==> src/rtl/bw_mem_req_dispatch_pkg.sv <==
// Memory-request types shared by the request queue and the dispatcher:
// function codes, size codes and the size-to-byte-lane helper.
package rfBlackWidowPkg;

   localparam int MR_AWID = 32;

   localparam logic [3:0] MR_LOAD  = 4'h1;
   localparam logic [3:0] MR_LOADZ = 4'h2;
   localparam logic [3:0] MR_STORE = 4'h3;

   // Size codes carry their byte count so lane math stays trivial
   localparam logic [3:0] SZ_BYT   = 4'd1;
   localparam logic [3:0] SZ_WYDE  = 4'd2;
   localparam logic [3:0] SZ_TETRA = 4'd4;
   localparam logic [3:0] SZ_PENTA = 4'd5;
   localparam logic [3:0] SZ_OCTA  = 4'd8;
   localparam logic [3:0] SZ_DECI  = 4'd10;

   typedef struct packed {
      logic [3:0]         func;
      logic [3:0]         sz;
      logic [MR_AWID-1:0] adr;
      logic [127:0]       dat;
      logic [7:0]         tid;
   } MemoryRequest;

   function automatic logic [15:0] fnSel(input logic [3:0] sz);
      logic [15:0] sel;
      case (sz)
         SZ_BYT:   sel = 16'h0001;
         SZ_WYDE:  sel = 16'h0003;
         SZ_TETRA: sel = 16'h000F;
         SZ_PENTA: sel = 16'h001F;
         SZ_OCTA:  sel = 16'h00FF;
         SZ_DECI:  sel = 16'h03FF;
         default:  sel = 16'h0000;
      endcase
      return sel;
   endfunction

endpackage

==> src/rtl/bw_mem_req_dispatch_load_align.sv <==
// Load-data reassembly: right-aligns the two captured beats, keeps sz bytes
// and sign- or zero-extends to 128 bits. Non-load functions yield zero.
module bw_load_align
   import rfBlackWidowPkg::*;
(
   input  logic [127:0] hi,
   input  logic [127:0] lo,
   input  logic [3:0]   adr_lo,
   input  logic [3:0]   sz,
   input  logic [3:0]   func,
   output logic [127:0] res
);

   logic [127:0] raw;
   logic [15:0]  sel;
   logic         fill;

   always_comb begin
      raw  = 128'({hi, lo} >> {adr_lo, 3'b000});
      sel  = fnSel(sz);
      fill = 1'b0;
      res  = '0;
      // The last selected lane is the most significant byte of the operand
      for (int i = 0; i < 16; i++) begin
         if (sel[i]) fill = raw[8*i+7] & (func == MR_LOAD);
      end
      for (int i = 0; i < 16; i++) begin
         res[8*i +: 8] = sel[i] ? raw[8*i +: 8] : {8{fill}};
      end
      if (func != MR_LOAD && func != MR_LOADZ) res = '0;
   end

endmodule

==> src/rtl/bw_mem_req_dispatch.sv <==
// Pops one memory request at a time and runs it on the 128-bit bus as one
// beat, or as a locked pair of beats when the lanes cross a 16-byte line.
module bw_mem_req_dispatch
   import rfBlackWidowPkg::*;
#(
   parameter int AWID  = MR_AWID,
   parameter int TOLIM = 1023
)(
   input  logic            clk,
   input  logic            rst,
   input  logic            q_valid,
   input  MemoryRequest    q_req,
   output logic            q_rd,
   output logic            cyc_o,
   output logic            stb_o,
   output logic            we_o,
   output logic [15:0]     sel_o,
   output logic [AWID-1:0] adr_o,
   output logic [127:0]    dat_o,
   input  logic            ack_i,
   input  logic            err_i,
   input  logic [127:0]    dat_i,
   output logic            resp_v,
   input  logic            resp_rdy,
   output logic [7:0]      resp_tid,
   output logic [127:0]    resp_dat,
   output logic            resp_err,
   output logic            busy
);

   localparam int TW = $clog2(TOLIM + 1);

   typedef enum logic [1:0] {IDLE, B1, B2, RESP} state_t;

   state_t          state_q, state_d;
   logic [3:0]      func_q, sz_q;
   logic [AWID-1:0] adr_q;
   logic [7:0]      tid_q;
   logic [31:0]     sel32_q;
   logic [255:0]    sdat_q;
   logic [127:0]    lo_q, hi_q;
   logic            cyc_q, stb_q, err_q;
   logic [TW-1:0]   tmo_q;

   logic            func_ok, split, tmo_exp, beat_fail, beat_ok;
   logic [127:0]    ext;

   assign func_ok   = (q_req.func == MR_LOAD) | (q_req.func == MR_LOADZ) |
                      (q_req.func == MR_STORE);
   assign split     = |sel32_q[31:16];
   // A beat is only live while stb is up; ack/err in the inter-beat gap are ignored
   assign tmo_exp   = stb_q & ~ack_i & (tmo_q == TW'(TOLIM - 1));
   assign beat_fail = stb_q & (err_i | tmo_exp);
   assign beat_ok   = stb_q & ack_i & ~err_i;

   always_comb begin
      state_d = state_q;
      q_rd    = 1'b0;
      case (state_q)
         IDLE: begin
            if (q_valid) begin
               q_rd    = 1'b1;
               state_d = func_ok ? B1 : RESP;
            end
         end
         B1: begin
            if (beat_fail)    state_d = RESP;
            else if (beat_ok) state_d = split ? B2 : RESP;
         end
         B2: begin
            if (beat_fail | beat_ok) state_d = RESP;
         end
         RESP: begin
            if (resp_rdy) state_d = IDLE;
         end
         default: state_d = IDLE;
      endcase
   end

   always_ff @(posedge clk or negedge rst) begin
      if (!rst) begin
         state_q <= IDLE;
         func_q  <= '0;
         sz_q    <= '0;
         adr_q   <= '0;
         tid_q   <= '0;
         sel32_q <= '0;
         sdat_q  <= '0;
         lo_q    <= '0;
         hi_q    <= '0;
         cyc_q   <= 1'b0;
         stb_q   <= 1'b0;
         err_q   <= 1'b0;
         tmo_q   <= '0;
      end else begin
         state_q <= state_d;
         case (state_q)
            IDLE: begin
               if (q_valid) begin
                  func_q  <= q_req.func;
                  sz_q    <= q_req.sz;
                  adr_q   <= q_req.adr[AWID-1:0];
                  tid_q   <= q_req.tid;
                  sel32_q <= {16'h0000, fnSel(q_req.sz)} << q_req.adr[3:0];
                  sdat_q  <= {128'h0, q_req.dat} << {q_req.adr[3:0], 3'b000};
                  lo_q    <= '0;
                  hi_q    <= '0;
                  err_q   <= ~func_ok;
                  cyc_q   <= func_ok;
                  stb_q   <= func_ok;
                  tmo_q   <= '0;
               end
            end
            B1, B2: begin
               if (!stb_q) begin
                  stb_q <= 1'b1;
                  tmo_q <= '0;
               end else if (beat_fail) begin
                  err_q <= 1'b1;
                  stb_q <= 1'b0;
               end else if (beat_ok) begin
                  stb_q <= 1'b0;
                  tmo_q <= '0;
                  if (state_q == B1) lo_q <= dat_i;
                  else               hi_q <= dat_i;
               end else begin
                  tmo_q <= tmo_q + TW'(1);
               end
            end
            RESP: begin
               // The bus stays locked until the response is consumed
               if (resp_rdy) cyc_q <= 1'b0;
            end
            default: ;
         endcase
      end
   end

   bw_load_align u_align (
      .hi     (hi_q),
      .lo     (lo_q),
      .adr_lo (adr_q[3:0]),
      .sz     (sz_q),
      .func   (func_q),
      .res    (ext)
   );

   always_comb begin
      cyc_o    = cyc_q;
      stb_o    = stb_q;
      we_o     = 1'b0;
      sel_o    = '0;
      adr_o    = '0;
      dat_o    = '0;
      resp_v   = 1'b0;
      resp_tid = '0;
      resp_err = 1'b0;
      resp_dat = '0;
      busy     = (state_q != IDLE);
      case (state_q)
         B1: begin
            we_o  = (func_q == MR_STORE);
            adr_o = {adr_q[AWID-1:4], 4'h0};
            sel_o = sel32_q[15:0];
            dat_o = sdat_q[127:0];
         end
         B2: begin
            we_o  = (func_q == MR_STORE);
            adr_o = {adr_q[AWID-1:4] + (AWID-4)'(1), 4'h0};
            sel_o = sel32_q[31:16];
            dat_o = sdat_q[255:128];
         end
         RESP: begin
            resp_v   = 1'b1;
            resp_tid = tid_q;
            resp_err = err_q;
            resp_dat = err_q ? 128'h0 : ext;
         end
         default: ;
      endcase
   end

endmodule
==> config.mk <==
export PLATFORM = sky130hd
export DESIGN_NAME = bw_mem_req_dispatch
export DESIGN_NICKNAME = d
export VERILOG_FILES = /design/src/rtl/bw_mem_req_dispatch_pkg.sv /design/src/rtl/bw_mem_req_dispatch_load_align.sv /design/src/rtl/bw_mem_req_dispatch.sv
export SDC_FILE = /design/constraint.sdc
export NUM_CORES = 2
export LEC_CHECK = 0
export CAP_MARGIN = 25
export CORE_ASPECT_RATIO = 1.1
export CORE_MARGIN = 2
export CORE_UTILIZATION = 58
export CTS_CLUSTER_DIAMETER = 40
export CTS_CLUSTER_SIZE = 28
export DETAILED_ROUTE_END_ITERATION = 8
export PLACE_DENSITY = 0.88
export SLEW_MARGIN = 20
export SYNTH_ARGS = -nofsm -noshare
export SYNTH_HDL_FRONTEND = slang
export SYNTH_SLANG_ARGS = --single-unit
export TNS_END_PERCENT = 100
==> constraint.sdc <==
create_clock -name clk -period 8.9 [get_ports clk]
set_input_delay 2.225 -clock clk [delete_from_list [all_inputs] [get_ports clk]]
set_output_delay 2.225 -clock clk [all_outputs]
set_load 0.005 [all_outputs]
# [Word level (Yosys, flattened, before mapping)]
# Index checks and enable logic that the tools add are counted.
[totals] register_bits=607 in_bits=310 out_inout_bits=319 elab_cells=178
[op_classes] n_addsub=2 n_eq_ne=34 shift=3 muxes=83 bitwise=28 reduce_logical=15
[ops] op="128-bit two-way mux" count=12
[ops] op="128-bit one-hot mux with 2 select lines" count=3
[ops] op="128-bit by 7-bit << shifter with 256-bit output" count=1
[ops] op="256-bit by 7-bit right shift with 128-bit output" count=1
[ops] op="8-bit two-way mux" count=17
[ops] op="10-bit one-hot mux with 6 select lines" count=2
[ops] op="32-bit one-hot mux with 2 select lines" count=1
[ops] op="10-bit two-way mux" count=4
[ops] op="16-bit two-way mux" count=2
[ops] op="16-bit one-hot mux with 2 select lines" count=1
[ops] op="16-bit by 4-bit << shifter with 32-bit output" count=1
[ops] op="1-bit two-way mux" count=30
[ops] op="28-bit by 1-bit adder with 28-bit output, second input constant" count=1
[ops] op="1-bit bitwise AND" count=21
[ops] op="4-bit by 2-bit == test with 1-bit output, second input constant" count=5
[ops] op="10-bit one-hot mux with 2 select lines" count=1
[ops] op="4-bit by 1-bit == test with 1-bit output, second input constant" count=4
[ops] op="4-bit by 3-bit == test with 1-bit output, second input constant" count=4
[ops] op="4-bit == test, second input constant" count=4
[ops] op="16-bit OR reduction" count=1
[ops] op="2-bit two-way mux" count=6
[ops] op="6-bit AND reduction" count=2
[ops] op="10-bit by 1-bit adder with 10-bit output, second input constant" count=1
[ops] op="10-bit == test, second input constant" count=1
[ops] op="18 further kinds" count=39

# [Logic depth before layout (Yosys ltp)]
[depth] ltp_word=22 ltp_mapped=13 ltp_nobuf=9

# [Cells and area by module]
# From an unflattened synthesis, not the netlist that was laid out.
[hier_totals] hier_cells=4486 hier_area_um2=39395.3
[modules_own_cells] module="bw_mem_req_dispatch" n_inst=1 cells_each=3597 area_per_inst_um2=32157.1 seq_area_each_um2=14814.2
[modules_own_cells] module="bw_load_align" n_inst=1 cells_each=889 area_per_inst_um2=7238.2 seq_area_each_um2=0.0

# [Worst setup path before layout]
# Ideal clock, no wire load.
[synth_path] path_type="register -> output" from="register adr_q[1]" to="output resp_dat[100]" t_arrival_ns=3.764 t_required_ns=6.675 setup_slack_ns=2.911 path_stages_with_launch=13 n_path_buf=6 path_cell_list="dfrtp_1 -> buf_6 -> buf_6 -> buf_6 -> buf_4 -> buf_4 -> mux2i_1 -> a211o_1 -> o211ai_1 -> o21ai_0 -> o21a_1 -> nor2_1 -> buf_4"
[synth_between] elab_chain_cells=22 word_cells_on_any_way=37 cone_classes="shift (1); mux (20); bitwise (16)"
[synth_rtl] item="start: declaration" line_no="bw_mem_req_dispatch.sv:37" rtl="logic [AWID-1:0] adr_q;"
[synth_rtl] item="start signal: assignment" line_no="bw_mem_req_dispatch.sv:102" rtl="adr_q <= q_req.adr[AWID-1:0];"
[synth_rtl] item="256-bit by 7-bit right shift with 128-bit output (*)" line_no="bw_mem_req_dispatch_load_align.sv:19" rtl="raw = 128'({hi, lo} >> {adr_lo, 3'b000});"
[synth_rtl] item="1-bit bitwise AND" line_no="bw_mem_req_dispatch_load_align.sv:25" rtl="if (sel[i]) fill = raw[8*i+7] & (func == MR_LOAD);"
[synth_rtl] item="1-bit two-way mux (16 in a row)" line_no="bw_mem_req_dispatch_load_align.sv:25"
[synth_rtl] item="8-bit two-way mux (*)" line_no="bw_mem_req_dispatch_load_align.sv:28" rtl="res[8*i +: 8] = sel[i] ? raw[8*i +: 8] : {8{fill}};"
[synth_rtl] item="128-bit two-way mux (*)" line_no="bw_mem_req_dispatch_load_align.sv:30" rtl="if (func != MR_LOAD && func != MR_LOADZ) res = '0;"
[synth_rtl] item="128-bit two-way mux (*)" line_no="bw_mem_req_dispatch.sv:177" rtl="resp_dat = err_q ? 128'h0 : ext;"
[synth_rtl] item="128-bit two-way mux (*)" line_no="bw_mem_req_dispatch.sv:160" rtl="case (state_q)"
[synth_rtl] item="end: declaration" line_no="bw_mem_req_dispatch.sv:26" rtl="output logic [127:0] resp_dat,"
# Mark *: on every way between the ends. The rest lies on a longest branch, timed or not.

# [Worst setup path in the final report]
[layout_path] from="register state_q[0]" to="output resp_dat[41]"
[layout_between] elab_chain_cells=2
[layout_rtl] item="start: declaration" line_no="bw_mem_req_dispatch.sv:35" rtl="state_t state_q, state_d;"
[layout_rtl] item="start signal: assignment" line_no="bw_mem_req_dispatch.sv:96" rtl="state_q <= state_d;"
[layout_rtl] item="2-bit == test" line_no="bw_mem_req_dispatch.sv:160"
[layout_rtl] item="128-bit two-way mux" line_no="bw_mem_req_dispatch.sv:160"
# No other way between the ends.

==> impl_metrics.yaml <==
power_and_ir_drop:
  power.switching_uw: 7060
  p_int_uw: 8120
  swShare_pct: 46.5
  peakVddDrop_mv: 0.292
  p_leak_uw: 0.0187
  combPwrFrac_pct: 49.3
  power_uw: 15200
  clkPwrFrac_pct: 21.8
  p_per_area_nw_per_um2: 349
  seqPwrFrac_pct: 28.9
logic_synthesis:
  ys_top_cells_by_area: "dfrtp_1 (39%), nand2_1 (10%), o21ai_0 (7.9%)"
  ys_seq_area_share_pct: 38.5
  synthFlopType: "dfrtp_1"
  synth_edf_count: 0
  synth_top_area_cell: "dfrtp_1"
  ys_warn_count: 0
  synth_top_area_share_pct: 38.5
  ys_ff_latch: 536
  synth_area_sq_um: 34800
  avgSynthCellArea_sq_um: 8.53
  syn_inst: 4082
  async_reset_ff_share_pct: 100
  netlist-cell-type-count: 73
timing:
  tightestPinTransition_ps: 1150
  fin_tns_setup_ps: 0
  timing.final.ws_setup_ps: 1450
  fin_crit_ps: 7450
  rsz0062_at_grt: "false"
  setup_viol: 0
  maxSlewViolCount: 0
  clock.fmax_mhz: 134
  final_hold_viol_count: 0
  max_slew_margin_pct: 23.0
  finalCritPeriodShare_pct: 83.7
  skew_ps: 47.8
global_route:
  antenna_found_initial: 9
  grt_pass1_wl_mm: 215
  grt_overflow: 0
  grt_pass1_vias: 33700
  grt_max_degree: 237
  grtUsageTotal_pct: 46.9
critical_path:
  critical_path_required_ps: 6680
  cp-start-kind: "flop"
  reg2reg_to: "sdat_q[238]$_DFFE_PN0P_"
  max_stage_delay_ps: 960
  path_class: "flop to output pin"
  cp_slowest_cell: "a21oi_1"
  path_delay_family: "simple AND/OR/NAND/NOR gates"
  endpoint_kind: "output pin"
  worst-path-stages: 8
  worstPathArrival_ps: 5220
  critPathMaxFanout: 21
  crit_chain: "ha_1 -> nand4b_1 -> a21oi_1 -> nand4_1 -> and3_1 -> nor2_1 -> o21a_1 -> clkdlybuf4s50_1"
  reg2reg_depth: 10
  rrSetupSlack_ps: 5150
  crit_buf_inv: 1
  rr_startpoint: "state_q[0]$_DFFE_PN0P_"
final_layout:
  area_growth_pct: 24.8
  fillers: 4503
  drive_gt1_share_pct: 9.52
  register_area_sq_um: 13400
  final_cell_mix: "nand2_1 (944), clkdlybuf4s50_1 (619), o21ai_0 (552)"
  nNetsFinal: 4752
  final_common_cell: "nand2_1"
  multi_input_area_sq_um: 19500
  post-route-cell-area_sq_um: 43400
clocking:
  cts_buffers: 81
  cts-root-buf: "clkbuf_16"
  clk_latency_ps: 640
  h-tree-depth: 3
  ctsResizeCount: 0
  clkSinkCount: 536
  clk_pin_slew_ps: 70
  clock_path_buffers: 3
  cts_setup_buffers: 0
  cts_hold_buf: 0
  cts_tree: "built"
floorplan:
  rows: 94
  die_x_um: 238
  initial_utilization_pct: 58.4
  dieArea_sq_um: 62000
  pin_count: 629
  coreArea_sq_um: 59600
  die_h_um: 261
hold_path:
  whs_endpoint: "sdat_q[122]$_DFFE_PN0P_"
  hp-start: "sdat_q[122]$_DFFE_PN0P_"
  holdPathStages: 2
  hold_path_class: "flop to flop"
place:
  post-place-ws_ps: 2320
  io_buffers: 624
  place.gp.congestion: 1.07
  hpwl_mm: 106
  placed_area_sq_um: 40600
drt:
  routedWlPerCell_um: 28.0
  via_per_inst: 6.75
  drtIter0Drc: 5677
  ant_nets: 0
  drc: 0
  wirelength_mm: 148
  vias: 35600
  drt_first_pass_iters: 8
job:
  cap_violations: 0
outcome:
  status: "finished, final reports clean"
power groups by stage:
stage / Combinational (uW) / Clock (uW) / Sequential, uW
6_report: 7490 / 3300 / 4390
2_1_floorplan: 4970 / 0 / 3850
3_3_place_gp: 7040 / 0 / 4320
4_1_cts: 7240 / 3300 / 4330
3_5_place_dp: 7170 / 0 / 4360
5_1_grt: 7990 / 3410 / 4460
routing by layer:
layer | wire [um] | vias up | GRT usage [%]
met3 | 17700 | 711 | 12.6
met2 | 64900 | 2856 | 71.6
met5 | 27 | - | 0.0758
met4 | 16500 | 4 | 43.6
met1 | 48500 | 16800 | 53.9
li1 | - | 15200 | -
flip-flops by register name, indices dropped and copies added, names as in the netlist, 2 cells and up:
name and count:
sdat_q 248, lo_q 128, hi_q 72, adr_q 32
sel32_q 25, tmo_q 10, tid_q 8, func_q 4
sz_q 4, state_q 2
worst max-delay path by stage:
stage	startpoint	end	slack [ps]
6_report	state_q[0]$_DFFE_PN0P_	resp_dat[41]	1450
5_1_grt	state_q[0]$_DFFE_PN0P_	resp_dat[41]	1290
4_1_cts	state_q[0]$_DFFE_PN0P_	resp_dat[41]	1720
3_5_place_dp	q_valid	q_rd	2320
3_3_place_gp	q_valid	q_rd	2320
2_1_floorplan	adr_q[1]$_DFFE_PN0P_	resp_dat[100]	2910
cell usage after synthesis (9+ instances only):
| cell | number |
|---|---|
| a22oi_1 | 45 |
| dfrtp_1 | 536 |
| mux2_2 | 112 |
| nand2b_1 | 12 |
| a22o_1 | 178 |
| buf_1 | 35 |
| inv_1 | 18 |
| nor3_1 | 26 |
| clkbuf_1 | 237 |
| nor2b_1 | 45 |
| nand2_1 | 947 |
| mux4_2 | 85 |
| o211ai_1 | 23 |
| o21ai_0 | 552 |
| and3_1 | 21 |
| buf_4 | 67 |
| a31oi_1 | 15 |
| mux2i_1 | 257 |
| and2_1 | 24 |
| a32o_1 | 9 |
| nand4_1 | 14 |
| a21oi_1 | 197 |
| nand3_1 | 34 |
| o31ai_1 | 18 |
| a211oi_1 | 93 |
| o21a_1 | 33 |
| o221ai_1 | 17 |
| buf_2 | 59 |
| nor2_1 | 274 |
stage by stage:
step	cells	util [%]	hold slack [ps]
finish	5273	72.9	470
global route	5270	72.9	493
CTS	5262	72.8	468
detailed placement	5116	68.0	453
global placement	5116	68.0	445
floorplan	4085	-	432
tightest hold or removal path: cells and delay by family, from the launching register on:
family	cells	cell delay, ps
flops	1	350
simple gates	2	100
cell families (layout without fill, tap and decap cells):
kind of cell    Yosys count  count (layout)  share of synthesized area, %
buf+inv                 427             839                          5.69
xor+xnor                  5               5                         0.126
compound gates         1230            1230                          22.2
flops                   536             536                          38.5
fa+ha+maj                 9               9                         0.316
mux                     454             454                          16.5
other cells               1              12                        0.0108
simple gates           1420            1420                          16.7
area by class of cell:
cell class	instances	share of cell area (%)
antenna	8	0.0461
tap	768	2.21
clock buffer	88	4.84
multi-input combinational	3122	44.8
timing repair buffer	671	15.3
sequential	536	30.9
clock inverter	58	1.67
inverter	22	0.204
No activity file was read; power rests on OpenSTA's default activity.
